File: src/rtl/usr_pkg.sv
// Shared definitions for the universal shift/count register.
//   MODE_*   : 3-bit operation select codes driven on the mode port
//   st_e     : burst serialiser states
//   cnt_w()  : width of the burst bit counter for a given register width
package usr_pkg;

  localparam logic [2:0] MODE_HOLD   = 3'd0;
  localparam logic [2:0] MODE_LOAD   = 3'd1;
  localparam logic [2:0] MODE_SHR    = 3'd2;
  localparam logic [2:0] MODE_SHL    = 3'd3;
  localparam logic [2:0] MODE_ROR    = 3'd4;
  localparam logic [2:0] MODE_ROL    = 3'd5;
  localparam logic [2:0] MODE_CNT_UP = 3'd6;
  localparam logic [2:0] MODE_CNT_DN = 3'd7;

  typedef enum logic [1:0] {ST_IDLE, ST_SHIFT, ST_DONE} st_e;

  // Counter must hold WIDTH-1; never narrower than one bit.
  function automatic int cnt_w(input int w);
    return (w <= 2) ? 1 : $clog2(w);
  endfunction

endpackage

File: src/rtl/univ_shift_reg.sv
// Universal WIDTH-bit register: hold/load/shift/rotate/count modes plus a
// self-timed burst serialiser that shifts a loaded word out LSB first.
// Ports:
//   clk, r        : clock, asynchronous active-low reset
//   en, mode      : mode enable and operation select (idle only)
//   value         : parallel data for LOAD and burst start
//   sin_r, sin_l  : serial inputs entering at MSB (right shift) / LSB (left)
//   start         : burst request, sampled only while idle
//   q, sout       : register contents, serial out (= q[0])
//   tc            : terminal count flag, combinational from q and mode
//   busy, done    : burst in progress, one-cycle completion pulse
module univ_shift_reg
  import usr_pkg::*;
#(
  parameter int WIDTH = 8
) (
  input  logic             clk,
  input  logic             r,
  input  logic             en,
  input  logic [2:0]       mode,
  input  logic [WIDTH-1:0] value,
  input  logic             sin_r,
  input  logic             sin_l,
  input  logic             start,
  output logic [WIDTH-1:0] q,
  output logic             sout,
  output logic             tc,
  output logic             busy,
  output logic             done
);

  localparam int CW = cnt_w(WIDTH);

  st_e             st;
  logic [CW-1:0]   bitcnt;
  logic [WIDTH-1:0] mode_nxt;

  // Next q for the idle-mode operations.
  always_comb begin
    mode_nxt = q;
    case (mode)
      MODE_HOLD:   mode_nxt = q;
      MODE_LOAD:   mode_nxt = value;
      MODE_SHR:    mode_nxt = {sin_r, q[WIDTH-1:1]};
      MODE_SHL:    mode_nxt = {q[WIDTH-2:0], sin_l};
      MODE_ROR:    mode_nxt = {q[0], q[WIDTH-1:1]};
      MODE_ROL:    mode_nxt = {q[WIDTH-2:0], q[WIDTH-1]};
      MODE_CNT_UP: mode_nxt = q + WIDTH'(1);
      MODE_CNT_DN: mode_nxt = q - WIDTH'(1);
      default:     mode_nxt = q;
    endcase
  end

  always_ff @(posedge clk or negedge r) begin
    if (!r) begin
      q      <= '0;
      st     <= ST_IDLE;
      bitcnt <= '0;
      busy   <= 1'b0;
      done   <= 1'b0;
    end else begin
      case (st)
        ST_IDLE: begin
          done <= 1'b0;
          // start outranks mode/en in the same cycle
          if (start) begin
            q      <= value;
            bitcnt <= CW'(WIDTH - 1);
            busy   <= 1'b1;
            st     <= ST_SHIFT;
          end else if (en) begin
            q <= mode_nxt;
          end
        end
        ST_SHIFT: begin
          q <= {sin_r, q[WIDTH-1:1]};
          // bitcnt==0 marks the last of WIDTH shifts
          if (bitcnt == '0) begin
            busy <= 1'b0;
            done <= 1'b1;
            st   <= ST_DONE;
          end else begin
            bitcnt <= bitcnt - CW'(1);
          end
        end
        ST_DONE: begin
          done <= 1'b0;
          st   <= ST_IDLE;
        end
        default: begin
          busy <= 1'b0;
          done <= 1'b0;
          st   <= ST_IDLE;
        end
      endcase
    end
  end

  assign sout = q[0];
  assign tc   = ((mode == MODE_CNT_UP) && (&q)) ||
                ((mode == MODE_CNT_DN) && (q == '0));

endmodule

File: config.mk
export PLATFORM = sky130hd
export DESIGN_NAME = univ_shift_reg
export DESIGN_NICKNAME = d
export VERILOG_FILES = /design/src/rtl/usr_pkg.sv /design/src/rtl/univ_shift_reg.sv
export SDC_FILE = /design/constraint.sdc
export NUM_CORES = 1
export LEC_CHECK = 0
export ABC_AREA = 1
export CORE_ASPECT_RATIO = 1.25
export CORE_MARGIN = 2
export CORE_UTILIZATION = 50
export DETAILED_ROUTE_END_ITERATION = 10
export PLACE_DENSITY = 0.78
export SKIP_LAST_GASP = 1
export SYNTH_ARGS = -nofsm -noshare
export SYNTH_HDL_FRONTEND = slang
export SYNTH_SLANG_ARGS = --single-unit
File: constraint.sdc
create_clock -name clk -period 2.7 [get_ports clk]
set_input_delay 0.675 -clock clk [delete_from_list [all_inputs] [get_ports clk]]
set_output_delay 0.675 -clock clk [all_outputs]
set_load 0.005 [all_outputs]
==> flow_summary.yaml, run 1 <==
status:
  status: "complete, no violations"
floorplan:
  initial_utilization_pct: 52.7
  die_w_um: 51.8
  i_o_pins: 29
  floorplan.core_area_mm2: 0.00271
  die-area_mm2: 0.00330
  placement_row_count: 21
  die_h_um: 63.7
clock_network:
  tritoncts.num_buffers: 3
  clock_insertion_delay_worst_skew_ns: 0.28
  cts_root_buf: "sky130_fd_sc_hd__clkbuf_4"
  clkTransAtPathRegs_ns: 0.09
  cts_hold_repair.buffers: 0
  htreeDepth: 1
  tritoncts_clock_tree: "built"
  clk_path_buf_depth: 2
  clock-sinks: 15
synthesis:
  ys_types: 29
  synth-edff-count: 0
  synth_commonest_cells: "78 x sky130_fd_sc_hd__nand2_1, 32 x sky130_fd_sc_hd__inv_1, 26 x sky130_fd_sc_hd__nand3_1, 18 x sky130_fd_sc_hd__a21oi_1, 15 x sky130_fd_sc_hd__dfrtp_1"
  number_of_storage_elements_in_the_synthesis_netlist: 15
  yosys.cell_count.top_type: "sky130_fd_sc_hd__nand2_1"
  synth_top_flop_cell: "sky130_fd_sc_hd__dfrtp_1"
  synth_top_area_cell: "sky130_fd_sc_hd__dfrtp_1"
  ys_seq_area_share_pct: 26.3
  synth_warnings: 0
  ys_top_cells_by_area: "sky130_fd_sc_hd__dfrtp_1 26%, sky130_fd_sc_hd__nand2_1 21%, sky130_fd_sc_hd__nand3_1 9.1%, sky130_fd_sc_hd__inv_1 8.4%, sky130_fd_sc_hd__a21oi_1 6.3%"
  synthesis.area_mm2: 0.00143
  syn_nets: 255
  synth_async_sr_flop_share_pct: 100
  synth_top_area_share_pct: 26.3
  synthesized_netlist_cell_count: 235
  syn_avg_cell_area_um2: 6.07
finish:
  multi_input_area_um2: 886
  ff_latch_area_um2: 375
  drive_above_1_share_pct: 9.52
  layout-area-overhead-vs-synth_pct: 28.5
  final_design_area_no_fill_mm2: 0.00183
  post-route-util_pct: 67.7
  layout.filler_cells: 278
  insertedDiodeCount: 0
  nNetsFinal: 294
worst_setup_path:
  r2r_end: "q[2]"
  critical_path.startpoint_type: "input port"
  startpoint: "mode[1]"
  critPathRequiredTime_ns: 2.03
  r2r_slack_ns: 0.85
  timing.critical_path.to: "tc"
  timing.reg2reg.worst_path_depth: 13
  crit_path_end_kind: "primary output"
  worstPathMaxFanout: 3
  classification_of_the_worst_setup_path: "input port to primary output"
  cp.arrival_ns: 1.82
  rr_startpoint: "q[1]"
global_route:
  antenna_found_initial: 0
  grt_max_degree: 16
  grt_first_pass_wirelength_um: 6740
  overflow: 0
  grtUsageTotal_pct: 26.3
  grt_pass1_vias: 1566
timing:
  clock_period_minus_worst_slack_ns: 2.49
  timing.fmax_ghz: 0.401
  timing.final.max_slew_violations: 0
  clock-skew-final_ns: 0.00275
  worstMarginPinSlew_ns: 0.670
  min_period_over_period_pct: 92.3
  rsz0062_at_grt: "false"
  final_hold_viol_count: 0
  slew_headroom_pct: 55.2
  finalSetupViolCount: 0
route:
  routed_wirelength_um: 4020
  via_count: 1685
  wl_per_cell_um: 13.1
  detail-route-antenna-nets: 0
  drcViolationCount: 0
  routed_via_density: 5.49
  drt-pass1-iter-count: 4
  drt_iter0_drc: 81
place:
  placed_area_mm2: 0.00180
  place.detailed.hpwl_um: 3180
  gpl.final_weighted_congestion: 0.883
  io_buffers: 28
pwr:
  power.ir.vdd_worst_v: 0.000543
  p_leak_uw: 0.000945
  power.density_mw_per_mm2: 887
hold_path:
  worstHoldStart: "bitcnt[0]"
  min_path_type: "flip-flop to flip-flop"
run:
  max_cap_violations: 0
==> sequential cells by signal, summed over array words and instances, names as in the netlist <==
name	count
busy	1
done	1
bitcnt	3
q	8
st	2
==> metrics by stage <==
step	hold slack [ns]	setup slack [ns]	TNS, ns	total power (µW)	std cells
floorplan	0.379	0.545	0	1090	235
CTS	0.478	0.0558	0	1620	307
detailed placement	0.467	-0.226	-0.319	1490	303
global placement	0.456	-0.194	-0.233	1470	303
finish	0.473	0.209	0	1630	307
global route	0.508	0.0838	0	1790	307
==> power by group <==
part | internal (µW) | leakage, µW | switching [µW]
clock network | 57.4 | 0.0000150 | 69.1
logic | 433 | 0.000756 | 593
registers | 335 | 0.000174 | 139
total | 825 | 0.000945 | 802
==> critical path, stage by stage <==
cell and delay (ns):
sky130_fd_sc_hd__clkdlybuf4s50_1 0.49, sky130_fd_sc_hd__nand3_2 0.09, sky130_fd_sc_hd__inv_1 0.10, sky130_fd_sc_hd__nand2_1 0.08, sky130_fd_sc_hd__o31ai_2 0.23, sky130_fd_sc_hd__clkbuf_2 0.14
==> cell usage in the layout (no fill, tap or decap) <==
master,instances
sky130_fd_sc_hd__o221ai_1,1
sky130_fd_sc_hd__o21ai_1,2
sky130_fd_sc_hd__o2111ai_1,1
sky130_fd_sc_hd__a31oi_1,1
sky130_fd_sc_hd__clkdlybuf4s50_1,26
sky130_fd_sc_hd__nand2_2,1
sky130_fd_sc_hd__nand4_1,10
sky130_fd_sc_hd__nand3_1,26
sky130_fd_sc_hd__ha_1,3
sky130_fd_sc_hd__clkbuf_1,1
sky130_fd_sc_hd__clkbuf_4,3
sky130_fd_sc_hd__nand2_1,78
sky130_fd_sc_hd__clkbuf_2,1
sky130_fd_sc_hd__nor4_1,2
sky130_fd_sc_hd__o21ai_0,11
sky130_fd_sc_hd__dfrtp_1,15
sky130_fd_sc_hd__dlymetal6s2s_1,1
sky130_fd_sc_hd__inv_1,32
sky130_fd_sc_hd__nor3_2,1
sky130_fd_sc_hd__nor2_4,1
sky130_fd_sc_hd__a221oi_1,1
sky130_fd_sc_hd__o21bai_1,2
sky130_fd_sc_hd__o211ai_1,5
sky130_fd_sc_hd__a21oi_1,18
sky130_fd_sc_hd__inv_2,1
sky130_fd_sc_hd__or2_2,2
sky130_fd_sc_hd__nor2_1,10
sky130_fd_sc_hd__clkinv_1,1
sky130_fd_sc_hd__buf_4,13
sky130_fd_sc_hd__nand3_2,2
sky130_fd_sc_hd__o31ai_2,1
==> kinds of logic (layout without fill, tap and decap cells) <==
family / after synthesis / count (layout) / synth area share, %
flops: 15 / 15 / 26.3
simple gates: 133 / 133 / 41.4
compound gates: 43 / 43 / 17.4
fa+ha+maj: 3 / 3 / 2.63
buf+inv: 41 / 79 / 12.3
==> layer usage <==
layer / up-vias / routed length (µm) / track usage [%]
li1: 855 / - / -
met1: 753 / 1620 / 31.7
met2: 71 / 2120 / 48.1
met3: 6 / 245 / 1.18
met4: 0 / 40 / 9.21
met5: - / 0 / 0
==> how the worst min path moves through the flow <==
stage	end	cells past startpoint
2_1_floorplan	bitcnt[0]	0
5_1_grt	bitcnt[0]	1
3_5_place_dp	bitcnt[0]	1
6_report	bitcnt[0]	1
4_1_cts	bitcnt[0]	1
3_3_place_gp	bitcnt[0]	1
==> layout make-up <==
type	instances	share of cell area (%)
timing repair buffer	41	20.5
tap	34	2.32
sequential	15	20.5
clock buffer	4	1.43
inverter	34	6.96
multi-input combinational	179	48.3
==> timing repair <==
item                                    4_1_cts  5_1_grt
gates resized for setup                       1        5
buffers inserted                              0        0
cloned                                        0        0
endpoints found under the hold margin         0        0
endpoints found under the setup margin        1        1
(Power assumes the default switching activity.)
==> run 2, diff against run 1 <==
- clock period: 2.7 -> 2.35 ns (I/O delays scaled with it)
==> flow_summary.yaml, run 2 (same netlist as run 1, synthesis figures left out) <==
status:
  status: "complete, no violations"
route:
  wl_per_cell_um: 13.1
  drcViolationCount: 0
  via_count: 1720
  routed_via_density: 5.31
  routed_wirelength_um: 4240
  detail-route-antenna-nets: 0
  drt_iter0_drc: 51
  drt-pass1-iter-count: 4
place:
  gpl.final_weighted_congestion: 0.847
  place.detailed.hpwl_um: 3380
  io_buffers: 28
  post-place-cells: 320
  worst_slack_at_placement_ns: -0.426
timing:
  timing.final.max_slew_violations: 0
  slew_headroom_pct: 52.5
  worstMarginPinSlew_ns: 0.710
  clock_period_minus_worst_slack_ns: 2.19
  min_period_over_period_pct: 93.2
  timing.fmax_ghz: 0.457
  finalSetupViolCount: 0
  final_hold_viol_count: 0
  setup_ws_ns: 0.161
  clock-skew-final_ns: 0.00266
  rsz0062_at_grt: "false"
clock_network:
  tritoncts_clock_tree: "built"
  clock-sinks: 15
  cts_root_buf: "sky130_fd_sc_hd__clkbuf_4"
  clk_path_buf_depth: 2
  clock_insertion_delay_worst_skew_ns: 0.28
  tritoncts.num_buffers: 3
  clkTransAtPathRegs_ns: 0.08
  htreeDepth: 1
pwr:
  power.ir.vdd_worst_v: 0.000707
  p_leak_uw: 0.00102
  power.density_mw_per_mm2: 1040
worst_setup_path:
  crit_path_end_kind: "primary output"
  critical_path.startpoint_type: "input port"
  timing.critical_path.to: "tc"
  rr_startpoint: "q[1]"
  startpoint: "mode[1]"
  r2r_slack_ns: 0.52
  classification_of_the_worst_setup_path: "input port to primary output"
  r2r_end: "q[2]"
  worstPathMaxFanout: 4
  critPathRequiredTime_ns: 1.76
  cp.arrival_ns: 1.60
  timing.reg2reg.worst_path_depth: 14
finish:
  nNetsFinal: 311
  layout-area-overhead-vs-synth_pct: 38.2
  drive_above_1_share_pct: 14.5
  final_cells: 324
  insertedDiodeCount: 0
  biggestRegsByFlops: "q: 8 flops, bitcnt: 3 flops, st: 2 flops"
  layout.cells.most_common: "sky130_fd_sc_hd__nand2_1"
  regMostFlops: "q"
  largest_reg_flops: 8
  layout.cells.most_common_list: "78 x sky130_fd_sc_hd__nand2_1, 32 x sky130_fd_sc_hd__inv_1, 28 x sky130_fd_sc_hd__buf_4"
hold_path:
  min_delay_path_depth: 1
  min_path_type: "flip-flop to flip-flop"
floorplan:
  die-area_mm2: 0.00330
  initial_utilization_pct: 52.7
  i_o_pins: 29
  placement_row_count: 21
  die_w_um: 51.8
  die_h_um: 63.7
  floorplan.core_area_mm2: 0.00271
global_route:
  overflow: 0
  grt_max_degree: 16
  grt_first_pass_wirelength_um: 7210
  grtUsageTotal_pct: 28.2
  grt_pass1_vias: 1655
  antenna_found_initial: 0
run:
  max_cap_violations: 0
==> run 2: worst min-delay path by stage <==
| stage | start | end | slack (ns) |
|---|---|---|---|
| floorplan | r | bitcnt[0] | 0.29 |
| global placement | bitcnt[0] | bitcnt[0] | 0.46 |
| detailed placement | bitcnt[2] | bitcnt[2] | 0.47 |
| CTS | bitcnt[0] | bitcnt[0] | 0.49 |
| global route | bitcnt[0] | bitcnt[0] | 0.51 |
| finish | bitcnt[0] | bitcnt[0] | 0.49 |
==> run 2: critical path, cell delays in order <==
cell and delay, ns:
sky130_fd_sc_hd__dlygate4sd2_1 0.28, sky130_fd_sc_hd__nand3_2 0.11, sky130_fd_sc_hd__inv_1 0.11, sky130_fd_sc_hd__nand2_1 0.08, sky130_fd_sc_hd__o31ai_1 0.20, sky130_fd_sc_hd__clkdlybuf4s15_2 0.23
==> run 2: layer usage <==
metal	vias up	GRT usage, %	wire (µm)
met5	-	0	0
met4	0	12.8	136
met3	15	1.18	108
met2	43	50.3	2160
met1	764	33.9	1830
li1	898	-	-
==> run 2: area by class of cell <==
cell class                      instances  area [µm²]
Clock buffer                            4        26.3
Fill cell                             268         734
Inverter                               34         128
Multi-Input combinational cell        179         881
Sequential cell                        15         375
Tap cell                               34        42.5
Timing Repair Buffer                   58         519
==> run 2: metrics by stage <==
| stage | setup TNS (ns) | power (µW) | cell area (µm²) | hold WS, ns | util (%) |
|---|---|---|---|---|---|
| after floorplan | 0 | 1260 | 1430 | 0.292 | - |
| after global placement | -1.46 | 1880 | 1940 | 0.461 | 71.7 |
| after detailed placement | -1.75 | 1900 | 1940 | 0.469 | 71.7 |
| after CTS | 0 | 2050 | 1970 | 0.486 | 72.9 |
| after global routing | 0 | 2270 | 1970 | 0.514 | 72.9 |
| final | 0 | 2050 | 1970 | 0.491 | 72.9 |
==> run 2: power breakdown <==
part           total (µW)  switching [µW]  internal [µW]  leakage [µW]
clock                 146            80.4           65.9     0.0000150
combinational        1420             769            649      0.000835
sequential            491             106            385      0.000174
==> run 2: what timing repair did <==
action | CTS | global route
hold buffers | 0 | 0
resized for setup | 8 | 0
endpoints found under the setup margin | 3 | 0
setup buffers | 0 | 0
